File: config.mk
export PLATFORM = sky130hd
export DESIGN_NAME = m_stage_mem_ctrl
export DESIGN_NICKNAME = d
export VERILOG_FILES = /design/src/rtl/mips_pkg.sv /design/src/rtl/m_load_ext.sv /design/src/rtl/m_stage_mem_ctrl.sv
export SDC_FILE = /design/constraint.sdc
export NUM_CORES = 1
export LEC_CHECK = 0
export BUFFER_PORTS_ARGS = -buffer_cell sky130_fd_sc_hd__clkbuf_2
export CORE_MARGIN = 4
export CORE_UTILIZATION = 44
export DETAILED_ROUTE_END_ITERATION = 10
export GPL_ROUTABILITY_DRIVEN = 0
export PLACE_DENSITY = 0.74
export SYNTH_ARGS = -nofsm -noshare
export SYNTH_HDL_FRONTEND = slang
export SYNTH_HIERARCHICAL = 1
export SYNTH_SLANG_ARGS = --single-unit
File: constraint.sdc
create_clock -name clk -period 2.09 [get_ports clk]
set_clock_uncertainty 0.15 [all_clocks]
set_input_delay 0.3135 -clock clk [delete_from_list [all_inputs] [get_ports clk]]
set_output_delay 0.3135 -clock clk [all_outputs]
set_load 0.03 [all_outputs]
File: src/rtl/mips_pkg.sv
// Shared MIPS pipeline definitions: memory opcodes, exception codes, M-stage FSM states
// and the store-lane encoding helpers.
package mips_pkg;

    localparam logic [5:0] OP_LB  = 6'h20;
    localparam logic [5:0] OP_LH  = 6'h21;
    localparam logic [5:0] OP_LW  = 6'h23;
    localparam logic [5:0] OP_LBU = 6'h24;
    localparam logic [5:0] OP_LHU = 6'h25;
    localparam logic [5:0] OP_SB  = 6'h28;
    localparam logic [5:0] OP_SH  = 6'h29;
    localparam logic [5:0] OP_SW  = 6'h2B;

    localparam logic [4:0] EXC_ADEL = 5'd4;
    localparam logic [4:0] EXC_ADES = 5'd5;
    localparam logic [4:0] EXC_DBE  = 5'd7;

    typedef enum logic [1:0] {
        StIdle,
        StReq,
        StResp
    } mem_state_e;

    function automatic logic is_load(input logic [5:0] op);
        return (op == OP_LB) || (op == OP_LH) || (op == OP_LW) ||
               (op == OP_LBU) || (op == OP_LHU);
    endfunction

    function automatic logic is_store(input logic [5:0] op);
        return (op == OP_SB) || (op == OP_SH) || (op == OP_SW);
    endfunction

    function automatic logic is_misaligned(input logic [5:0] op, input logic [1:0] lane);
        logic res;
        res = 1'b0;
        case (op)
            OP_LW, OP_SW:          res = (lane != 2'b00);
            OP_LH, OP_LHU, OP_SH:  res = lane[0];
            default:               res = 1'b0;
        endcase
        return res;
    endfunction

    // Loads read the whole word; the extender picks the lane afterwards.
    function automatic logic [3:0] store_be(input logic [5:0] op, input logic [1:0] lane);
        logic [3:0] be;
        be = 4'b1111;
        case (op)
            OP_SH:   be = lane[1] ? 4'b1100 : 4'b0011;
            OP_SB:   be = 4'b0001 << lane;
            default: be = 4'b1111;
        endcase
        return be;
    endfunction

    function automatic logic [31:0] store_wdata(input logic [5:0] op, input logic [31:0] rt);
        logic [31:0] wd;
        wd = '0;
        case (op)
            OP_SW:   wd = rt;
            OP_SH:   wd = {2{rt[15:0]}};
            OP_SB:   wd = {4{rt[7:0]}};
            default: wd = '0;
        endcase
        return wd;
    endfunction

endpackage

File: src/rtl/m_load_ext.sv
// Load-data extender: selects the addressed byte/half lane of the read word and
// sign- or zero-extends it according to the load opcode.
module m_load_ext
    import mips_pkg::*;
(
    input  logic [5:0]  op_i,
    input  logic [1:0]  lane_i,
    input  logic [31:0] rdata_i,
    output logic [31:0] dr_o
);

    logic [7:0]  byte_sel;
    logic [15:0] half_sel;

    always_comb begin
        byte_sel = rdata_i[8*lane_i +: 8];
        half_sel = lane_i[1] ? rdata_i[31:16] : rdata_i[15:0];
        dr_o     = '0;
        case (op_i)
            OP_LW:   dr_o = rdata_i;
            OP_LB:   dr_o = {{24{byte_sel[7]}}, byte_sel};
            OP_LBU:  dr_o = {24'h0, byte_sel};
            OP_LH:   dr_o = {{16{half_sel[15]}}, half_sel};
            OP_LHU:  dr_o = {16'h0, half_sel};
            default: dr_o = '0;
        endcase
    end

endmodule

File: src/rtl/m_stage_mem_ctrl.sv
// M-stage memory access controller: decodes loads/stores, checks alignment, runs the
// handshaked data bus with a timeout, and stalls the pipeline until the access is done.
module m_stage_mem_ctrl
    import mips_pkg::*;
#(
    parameter int unsigned MAX_WAIT = 15
) (
    input  logic        clk,
    input  logic        reset,
    input  logic        valid_m,
    input  logic [31:0] ir_m,
    input  logic [31:0] pc_m,
    input  logic [31:0] ao_m,
    input  logic [31:0] rt_m,
    output logic        mem_req,
    output logic        mem_we,
    output logic [3:0]  mem_be,
    output logic [31:0] mem_addr,
    output logic [31:0] mem_wdata,
    input  logic        mem_ready,
    input  logic [31:0] mem_rdata,
    output logic        stall_m,
    output logic        done_m,
    output logic [31:0] dr_m,
    output logic        exc_m,
    output logic [4:0]  exc_code,
    output logic [31:0] exc_pc
);

    localparam int unsigned CntW = $clog2(MAX_WAIT + 1);

    mem_state_e  state_q, state_d;
    logic [CntW-1:0] cnt_q, cnt_d;
    logic [5:0]  op_q, op_d;
    logic [1:0]  lane_q, lane_d;
    logic [31:0] pc_q, pc_d;
    logic        we_q, we_d;
    logic [3:0]  be_q, be_d;
    logic [31:0] addr_q, addr_d;
    logic [31:0] wdata_q, wdata_d;
    logic        done_q, done_d;
    logic [31:0] dr_q, dr_d;
    logic        exc_q, exc_d;
    logic [4:0]  code_q, code_d;
    logic [31:0] exc_pc_q, exc_pc_d;

    logic [5:0]  op;
    logic        mem_op;
    logic [31:0] ext_dr;
    logic        unused_ir;

    assign op        = ir_m[31:26];
    assign mem_op    = valid_m && (is_load(op) || is_store(op));
    assign unused_ir = ^ir_m[25:0];

    m_load_ext u_load_ext (
        .op_i    (op_q),
        .lane_i  (lane_q),
        .rdata_i (mem_rdata),
        .dr_o    (ext_dr)
    );

    always_comb begin
        state_d  = state_q;
        cnt_d    = cnt_q;
        op_d     = op_q;
        lane_d   = lane_q;
        pc_d     = pc_q;
        we_d     = we_q;
        be_d     = be_q;
        addr_d   = addr_q;
        wdata_d  = wdata_q;
        done_d   = 1'b0;
        dr_d     = '0;
        exc_d    = 1'b0;
        code_d   = '0;
        exc_pc_d = '0;
        stall_m  = 1'b0;

        case (state_q)
            StIdle: begin
                if (mem_op) begin
                    stall_m = 1'b1;
                    op_d    = op;
                    lane_d  = ao_m[1:0];
                    pc_d    = pc_m;
                    if (is_misaligned(op, ao_m[1:0])) begin
                        state_d  = StResp;
                        done_d   = 1'b1;
                        exc_d    = 1'b1;
                        code_d   = is_load(op) ? EXC_ADEL : EXC_ADES;
                        exc_pc_d = pc_m;
                    end else begin
                        state_d = StReq;
                        cnt_d   = '0;
                        we_d    = is_store(op);
                        be_d    = store_be(op, ao_m[1:0]);
                        addr_d  = {ao_m[31:2], 2'b00};
                        wdata_d = store_wdata(op, rt_m);
                    end
                end
            end
            StReq: begin
                stall_m = 1'b1;
                if (mem_ready || (cnt_q == CntW'(MAX_WAIT - 1))) begin
                    state_d = StResp;
                    done_d  = 1'b1;
                    cnt_d   = '0;
                    we_d    = 1'b0;
                    be_d    = '0;
                    addr_d  = '0;
                    wdata_d = '0;
                    // A completing access wins over the timeout in the same cycle.
                    if (mem_ready) begin
                        dr_d = is_load(op_q) ? ext_dr : '0;
                    end else begin
                        exc_d    = 1'b1;
                        code_d   = EXC_DBE;
                        exc_pc_d = pc_q;
                    end
                end else begin
                    cnt_d = cnt_q + CntW'(1);
                end
            end
            StResp: begin
                state_d = StIdle;
            end
            default: begin
                state_d = StIdle;
            end
        endcase

        if (!reset) begin
            stall_m = 1'b0;
        end
    end

    always_ff @(posedge clk) begin
        if (!reset) begin
            state_q  <= StIdle;
            cnt_q    <= '0;
            op_q     <= '0;
            lane_q   <= '0;
            pc_q     <= '0;
            we_q     <= 1'b0;
            be_q     <= '0;
            addr_q   <= '0;
            wdata_q  <= '0;
            done_q   <= 1'b0;
            dr_q     <= '0;
            exc_q    <= 1'b0;
            code_q   <= '0;
            exc_pc_q <= '0;
        end else begin
            state_q  <= state_d;
            cnt_q    <= cnt_d;
            op_q     <= op_d;
            lane_q   <= lane_d;
            pc_q     <= pc_d;
            we_q     <= we_d;
            be_q     <= be_d;
            addr_q   <= addr_d;
            wdata_q  <= wdata_d;
            done_q   <= done_d;
            dr_q     <= dr_d;
            exc_q    <= exc_d;
            code_q   <= code_d;
            exc_pc_q <= exc_pc_d;
        end
    end

    assign mem_req   = (state_q == StReq);
    assign mem_we    = we_q;
    assign mem_be    = be_q;
    assign mem_addr  = addr_q;
    assign mem_wdata = wdata_q;
    assign done_m    = done_q;
    assign dr_m      = dr_q;
    assign exc_m     = exc_q;
    assign exc_code  = code_q;
    assign exc_pc    = exc_pc_q;

endmodule
# After elaboration in Yosys (flattened, before gate mapping)
# Index checks and enable logic that the tools add are counted.
[totals]
ramBits = 0
ff_bits = 186
latch_bits = 0
mem_count = 0
romBits = 0
inputBits = 164
[op_classes]
div = 0
n_eq_ne = 18
muxes = 52
order_cmp = 0
add_sub_neg = 1
n_shift = 2
bitwise = 0
reduce_logical = 23
mul = 0
[op_table]
columns = ["operator", "count"]
rows = [
  ["2-to-1 mux 32 bit", 9],
  ["one-hot mux 32 bit (2 select lines)", 3],
  ["one-hot mux 32 bit (5 select lines)", 1],
  ["one-hot mux 32 bit (3 select lines)", 1],
  ["== test 6 bit, second input constant", 13],
  ["indexed part select 32 x 6 -> 8 bit", 1],
  ["2-to-1 mux 4 bit", 7],
  ["one-hot mux 4 bit (2 select lines)", 3],
  ["2-to-1 mux 16 bit", 1],
  ["2-to-1 mux 1 bit", 13],
  ["logical OR 1 bit", 12],
  ["2-to-1 mux 3 bit", 4],
  ["one-hot mux 1 bit (2 select lines)", 5],
  ["2-to-1 mux 2 bit", 3],
  ["one-hot mux 3 bit (2 select lines)", 1],
  ["AND reduction 5 bit", 1],
  ["adder 4 x 1 -> 4 bit, second input constant", 1],
  ["== test 4 bit, second input constant", 1],
  ["!= test 2 bit, second input constant", 2],
  ["one-hot mux 2 bit (2 select lines)", 1],
  ["AND reduction 2 bit", 2],
  ["AND reduction 4 bit", 1],
  ["nonzero test 2 bit", 2],
  ["left shift 1 x 2 -> 4 bit, first input constant", 1],
  ["other kinds (7)", 7],
]

# Depth between registers and ports, before layout
[logic_depth]
word_depth = 12
mapped_depth = 9
depth_no_buf = 7

# Modules after synthesis
# The synthesis kept the hierarchy.
[modules_own_cells]
columns = ["module", "cells_per_inst", "seq_area_each_um2", "instances", "area_each_um2"]
rows = [
  ["m_stage_mem_ctrl", 735, 3623.5, 1, 6907.9],
  ["m_load_ext", 114, 0.0, 1, 730.7],
]

# Least setup slack after synthesis
# Ideal clock, no wire load.
[synth_path]
path_kind = "input to register"
startpoint = "input ir_m[29]"
endpoint = "register addr_q[10], in the netlist mem_addr[10]"
path_slack_ns = 0.074
t_required_ns = 1.868
arrival_ns = 1.794
n_path_buf = 4
stages = 9
path_cell_list = "a21o_1 -> a211oi_4 -> a21o_1 -> buf_6 -> and2_1 -> buf_2 -> buf_6 -> buf_6 -> mux2i_1"
[synth_via]
elab_chain_cells = 9
elab_cells_between_ends = 24
classes_between = "eq/ne (10); mux (3); reduce/logical (11)"
[synth_rtl]
columns = ["element", "line", "source"]
rows = [
  ["from (decl)", "m_stage_mem_ctrl.sv:11", "input logic [31:0] ir_m,"],
  ["parallel branches: the longest is 8 deep, another holds == test 6 bit", "-", ""],
  ["AND reduction 4 bit (no line) (*)", "-", ""],
  ["to (signal assigned)", "m_stage_mem_ctrl.sv:162", "addr_q <= addr_d;"],
  ["to (decl)", "m_stage_mem_ctrl.sv:39", "logic [31:0] addr_q, addr_d;"],
]
# Mark *: on every way between the ends. The select of a mux whose other input is x is not followed.
# A chain may end at the register's enable or synchronous reset.

# Worst setup path in the final report
[layout_path]
startpoint = "register state_q[0]"
endpoint = "output stall_m"
[layout_via]
elab_chain_cells = 3
elab_cells_between_ends = 4
classes_between = "eq/ne (1); mux (2); reduce/logical (1)"
[layout_rtl]
columns = ["element", "line", "source"]
rows = [
  ["from (decl)", "m_stage_mem_ctrl.sv:32", "mem_state_e state_q, state_d;"],
  ["from (signal assigned)", "m_stage_mem_ctrl.sv:140", "state_q <= StIdle;"],
  ["from (signal assigned)", "m_stage_mem_ctrl.sv:155", "state_q <= state_d;"],
  ["== test 2 x 1 -> 1 bit or zero test 2 bit (tied branches)", "m_stage_mem_ctrl.sv:80", "case (state_q)"],
  ["one-hot mux 1 bit (2 select lines) (*)", "m_stage_mem_ctrl.sv:80", ""],
  ["2-to-1 mux 1 bit (*)", "m_stage_mem_ctrl.sv:133", "if (!reset) begin"],
  ["to (decl)", "m_stage_mem_ctrl.sv:22", "output logic stall_m,"],
]
# Every way passes the cells marked *; elsewhere a longest branch is shown, timed or not.

==> flow_summary.yaml <==
status:
  status: "finished clean"
logic_synthesis:
  syn-mean-instance-area_sq_um: 9.00
  syn-instance-count: 849
  post-synth-top-count-cell: "sky130_fd_sc_hd__dfxtp_1"
  post-synth-top-area-cell: "sky130_fd_sc_hd__dfxtp_1"
  number_of_flops_mapped_to_enable_cells_by_yosys: 0
  yosysWarningCount: 6
  synth.top_cell.area_share: 0.474
  synth.ff_latch_count: 181
  yosys.cell_types.count: 54
  netlist_top_cells_area: "sky130_fd_sc_hd__dfxtp_1 47%, sky130_fd_sc_hd__nand2_1 8.6%, sky130_fd_sc_hd__a22o_1 5.4%"
  post_synth_most_frequent_cells: "181 x sky130_fd_sc_hd__dfxtp_1, 174 x sky130_fd_sc_hd__nand2_1, 49 x sky130_fd_sc_hd__clkbuf_1, 47 x sky130_fd_sc_hd__a22o_1, 46 x sky130_fd_sc_hd__nand3_1"
  ys_async_sr_fraction: 0
  synthFlopType: "sky130_fd_sc_hd__dfxtp_1"
  synth-seq-area-share: 0.474
  netlist_area_sq_um: 7640
global_route:
  grt_pass1_vias: 6985
  grt_max_degree: 95
  globalRouteOverflowTotal: 0
  grt_util_all_layers: 0.214
  grt_pass1_wl_microns: 34800
  grt_antenna_before_repair: 1
floorplan:
  floorplan.core_area_sq_um: 16800
  row_count: 47
  pin_count: 306
  floorplan.die_area_sq_um: 19500
  die_w_microns: 140
  starting_density_of_the_core: 0.454
  die_h_microns: 140
drt:
  number_of_violations_reported_at_the_end_of_detailed_routing_iteration_0: 433
  detailroute.wirelength.met2_microns: 10300
  drt.antenna.violating_nets: 0
  route.vias.total: 7219
  vias_per_cell: 5.17
  met3WireLength_microns: 1510
  wl_met1_microns: 9410
  detailedRoute.firstPassIterationCount: 5
  route.detailed.wl_per_inst_microns: 15.6
  detail_route.wirelength_microns: 21700
  drc_errors: 0
  maxUsedRoutingLayer: "met4"
timing:
  report.final.slew_viol_count: 0
  relSlewSlack: 0.429
  hold_viol: 0
  timing.final.setup_violations: 0
  unrepaired_setup_endpoints_after_global_routing: "no"
  worst_setup_slack_after_layout_ns: 0.0922
  post-route-period-util: 0.956
  finalSetupTns_ns: 0
  worstMarginPinSlew_ns: 0.856
  finalCriticalPeriod_ns: 2.00
  fmax_mhz: 501
critical_path:
  setup.worst_path.class: "flop to output port"
  arrival_ns: 1.53
  r2r_cells: 6
  startpoint_type: "flop"
  r2r_start: "lane_q[0]"
  r2r_slack_ns: 0.15
  r2r-end: "dr_m[8]"
  critPathMaxFanout: 33
  endpoint_kind: "output port"
  worstSetupStartpoint: "state_q[0]"
  worst-endpoint-required_ns: 1.63
cts:
  cts.root.buffer_cell: "sky130_fd_sc_hd__clkbuf_16"
  insertion_delay_of_the_later_clocked_pin_in_the_worst_skew_pair_ns: 0.41
  tritoncts: "built"
  postCtsSetupRepairBufs: 0
  h-tree-depth: 4
  cts_made_buffers: 17
  max-clock-path-buffers: 2
  clkSlewWorstSetupHoldPaths_ns: 0.07
  cts_num_sinks: 181
flow_run:
  maxCapViolCount: 0
power_and_ir_drop:
  switching_power_mw: 1.74
  vdd_ir_drop_max_v: 0.000533
  power_leakage_nw: 4.55
  power_per_cell_area_nw_per_um2: 725
  switching_power_as_a_share_of_total_power: 0.229
  pwr-share-seq: 0.463
  internal_power_mw: 5.86
  power.share.combinational: 0.093
  p_clk_frac: 0.444
min_path:
  worst_hold_path_type: "primary input to flop"
  holdCritStartpoint: "ao_m[6]"
  min_path_cells: 3
  hold_end: "mem_addr[6]"
final_layout:
  syn_to_final_growth_pct: 37.2
  design.final.nets: 1328
  drive_above_1_share: 0.315
place:
  preCtsSetupSlack_ns: 0.101
  post-dp-hpwl_microns: 14800
  port_buffers: 275
==> cell usage in the layout, fill, tap and decap left out, types with 7 or more instances in the layout <==
| cell type | netlist | layout |
|---|---|---|
| sky130_fd_sc_hd__and2_1 | 36 | 35 |
| sky130_fd_sc_hd__a21boi_0 | 40 | 40 |
| sky130_fd_sc_hd__mux2i_1 | 31 | 31 |
| sky130_fd_sc_hd__nand2_1 | 174 | 174 |
| sky130_fd_sc_hd__o22ai_1 | 12 | 12 |
| sky130_fd_sc_hd__nand3b_1 | 30 | 30 |
| sky130_fd_sc_hd__a22oi_1 | 17 | 17 |
| sky130_fd_sc_hd__buf_4 | 9 | 31 |
| sky130_fd_sc_hd__mux2_2 | 11 | 11 |
| sky130_fd_sc_hd__nand3_1 | 46 | 46 |
| sky130_fd_sc_hd__nand2b_1 | 7 | 7 |
| sky130_fd_sc_hd__dlygate4sd3_1 | 0 | 59 |
| sky130_fd_sc_hd__clkbuf_2 | 0 | 274 |
| sky130_fd_sc_hd__a221o_1 | 8 | 8 |
| sky130_fd_sc_hd__dfxtp_1 | 181 | 181 |
| sky130_fd_sc_hd__clkbuf_16 | 0 | 17 |
| sky130_fd_sc_hd__nand4_1 | 16 | 16 |
| sky130_fd_sc_hd__nor2_1 | 21 | 21 |
| sky130_fd_sc_hd__a22o_1 | 47 | 47 |
| sky130_fd_sc_hd__o21ai_0 | 29 | 29 |
==> per-layer routing <==
metal,global-route usage,vias to the layer above
li1,-,3592
met1,0.273,3322
met2,0.354,266
met3,0.0525,39
met4,0.0765,0
met5,0,-
==> worst max path at each step <==
stage | slack [ns] | end | depth (start not counted)
6_report | 0.09 | stall_m | 4
5_1_grt | 0.01 | stall_m | 4
4_1_cts | 0.02 | stall_m | 4
3_5_place_dp | 0.10 | mem_wdata[13] | 7
3_3_place_gp | 0.13 | mem_wdata[14] | 7
2_1_floorplan | 0.07 | mem_addr[10] | 9
==> sequential cells by signal, summed over array words and instances (netlist names) <==
signal	cells
cnt_q	4
done_m	1
dr_m	32
exc_code	2
exc_m	1
exc_pc	32
lane_q	2
mem_addr	30
mem_be	4
mem_wdata	32
mem_we	1
op_q	6
pc_q	32
state_q	2
==> critical path: stages, from the launching register on <==
cell                       delay [ns]
sky130_fd_sc_hd__dfxtp_1         0.47
sky130_fd_sc_hd__buf_6           0.26
sky130_fd_sc_hd__nor2_1          0.07
sky130_fd_sc_hd__nor2_1          0.09
sky130_fd_sc_hd__clkbuf_2        0.23
==> power by group through the flow <==
| stage | logic (mW) | clock network, mW | registers [mW] |
|---|---|---|---|
| final | 0.707 | 3.37 | 3.52 |
| after global routing | 0.765 | 3.60 | 3.52 |
| after CTS | 0.703 | 3.45 | 3.52 |
| after detailed placement | 0.612 | 0 | 3.59 |
| after global placement | 0.611 | 0 | 3.59 |
| after floorplan | 0.294 | 0 | 3.64 |
==> area by class of cell <==
class	instances	area [sq um]
clock buffers	20	447
repair buffers	369	2290
fillers	1447	6340
inverters	7	26.3
multi-input cells	586	3650
flip-flops and latches	181	3620
well taps	220	275
diodes	1	2.50
clock inverters	11	174
==> repair_timing <==
item / CTS / global route
resized for setup: 0 / 2
hold endpoints to repair: 90 / 0
hold buffers: 59 / 0
endpoints found under the setup margin: 0 / 8
==> cell families after synthesis <==
| group | after synthesis | synth area share |
|---|---|---|
| other cells | 1 | 0.000491 |
| simple gates | 357 | 0.232 |
| mux | 42 | 0.0568 |
| flops | 181 | 0.474 |
| buf+inv | 85 | 0.0541 |
| compound gates | 181 | 0.179 |
| fa+ha+maj | 2 | 0.00328 |
==> metrics by stage <==
stage	cells	utilization	power [mW]	hold WS (ns)	area, sq um
global route	1395	0.623	7.89	0.0146	10500
floorplan	852	-	3.93	0.289	7650
CTS	1394	0.623	7.67	0.00127	10500
finish	1395	0.623	7.60	0.0193	10500
global placement	1304	0.551	4.20	0.292	9260
detailed placement	1304	0.551	4.21	0.298	9260
No activity file was read; power rests on OpenSTA's default activity.
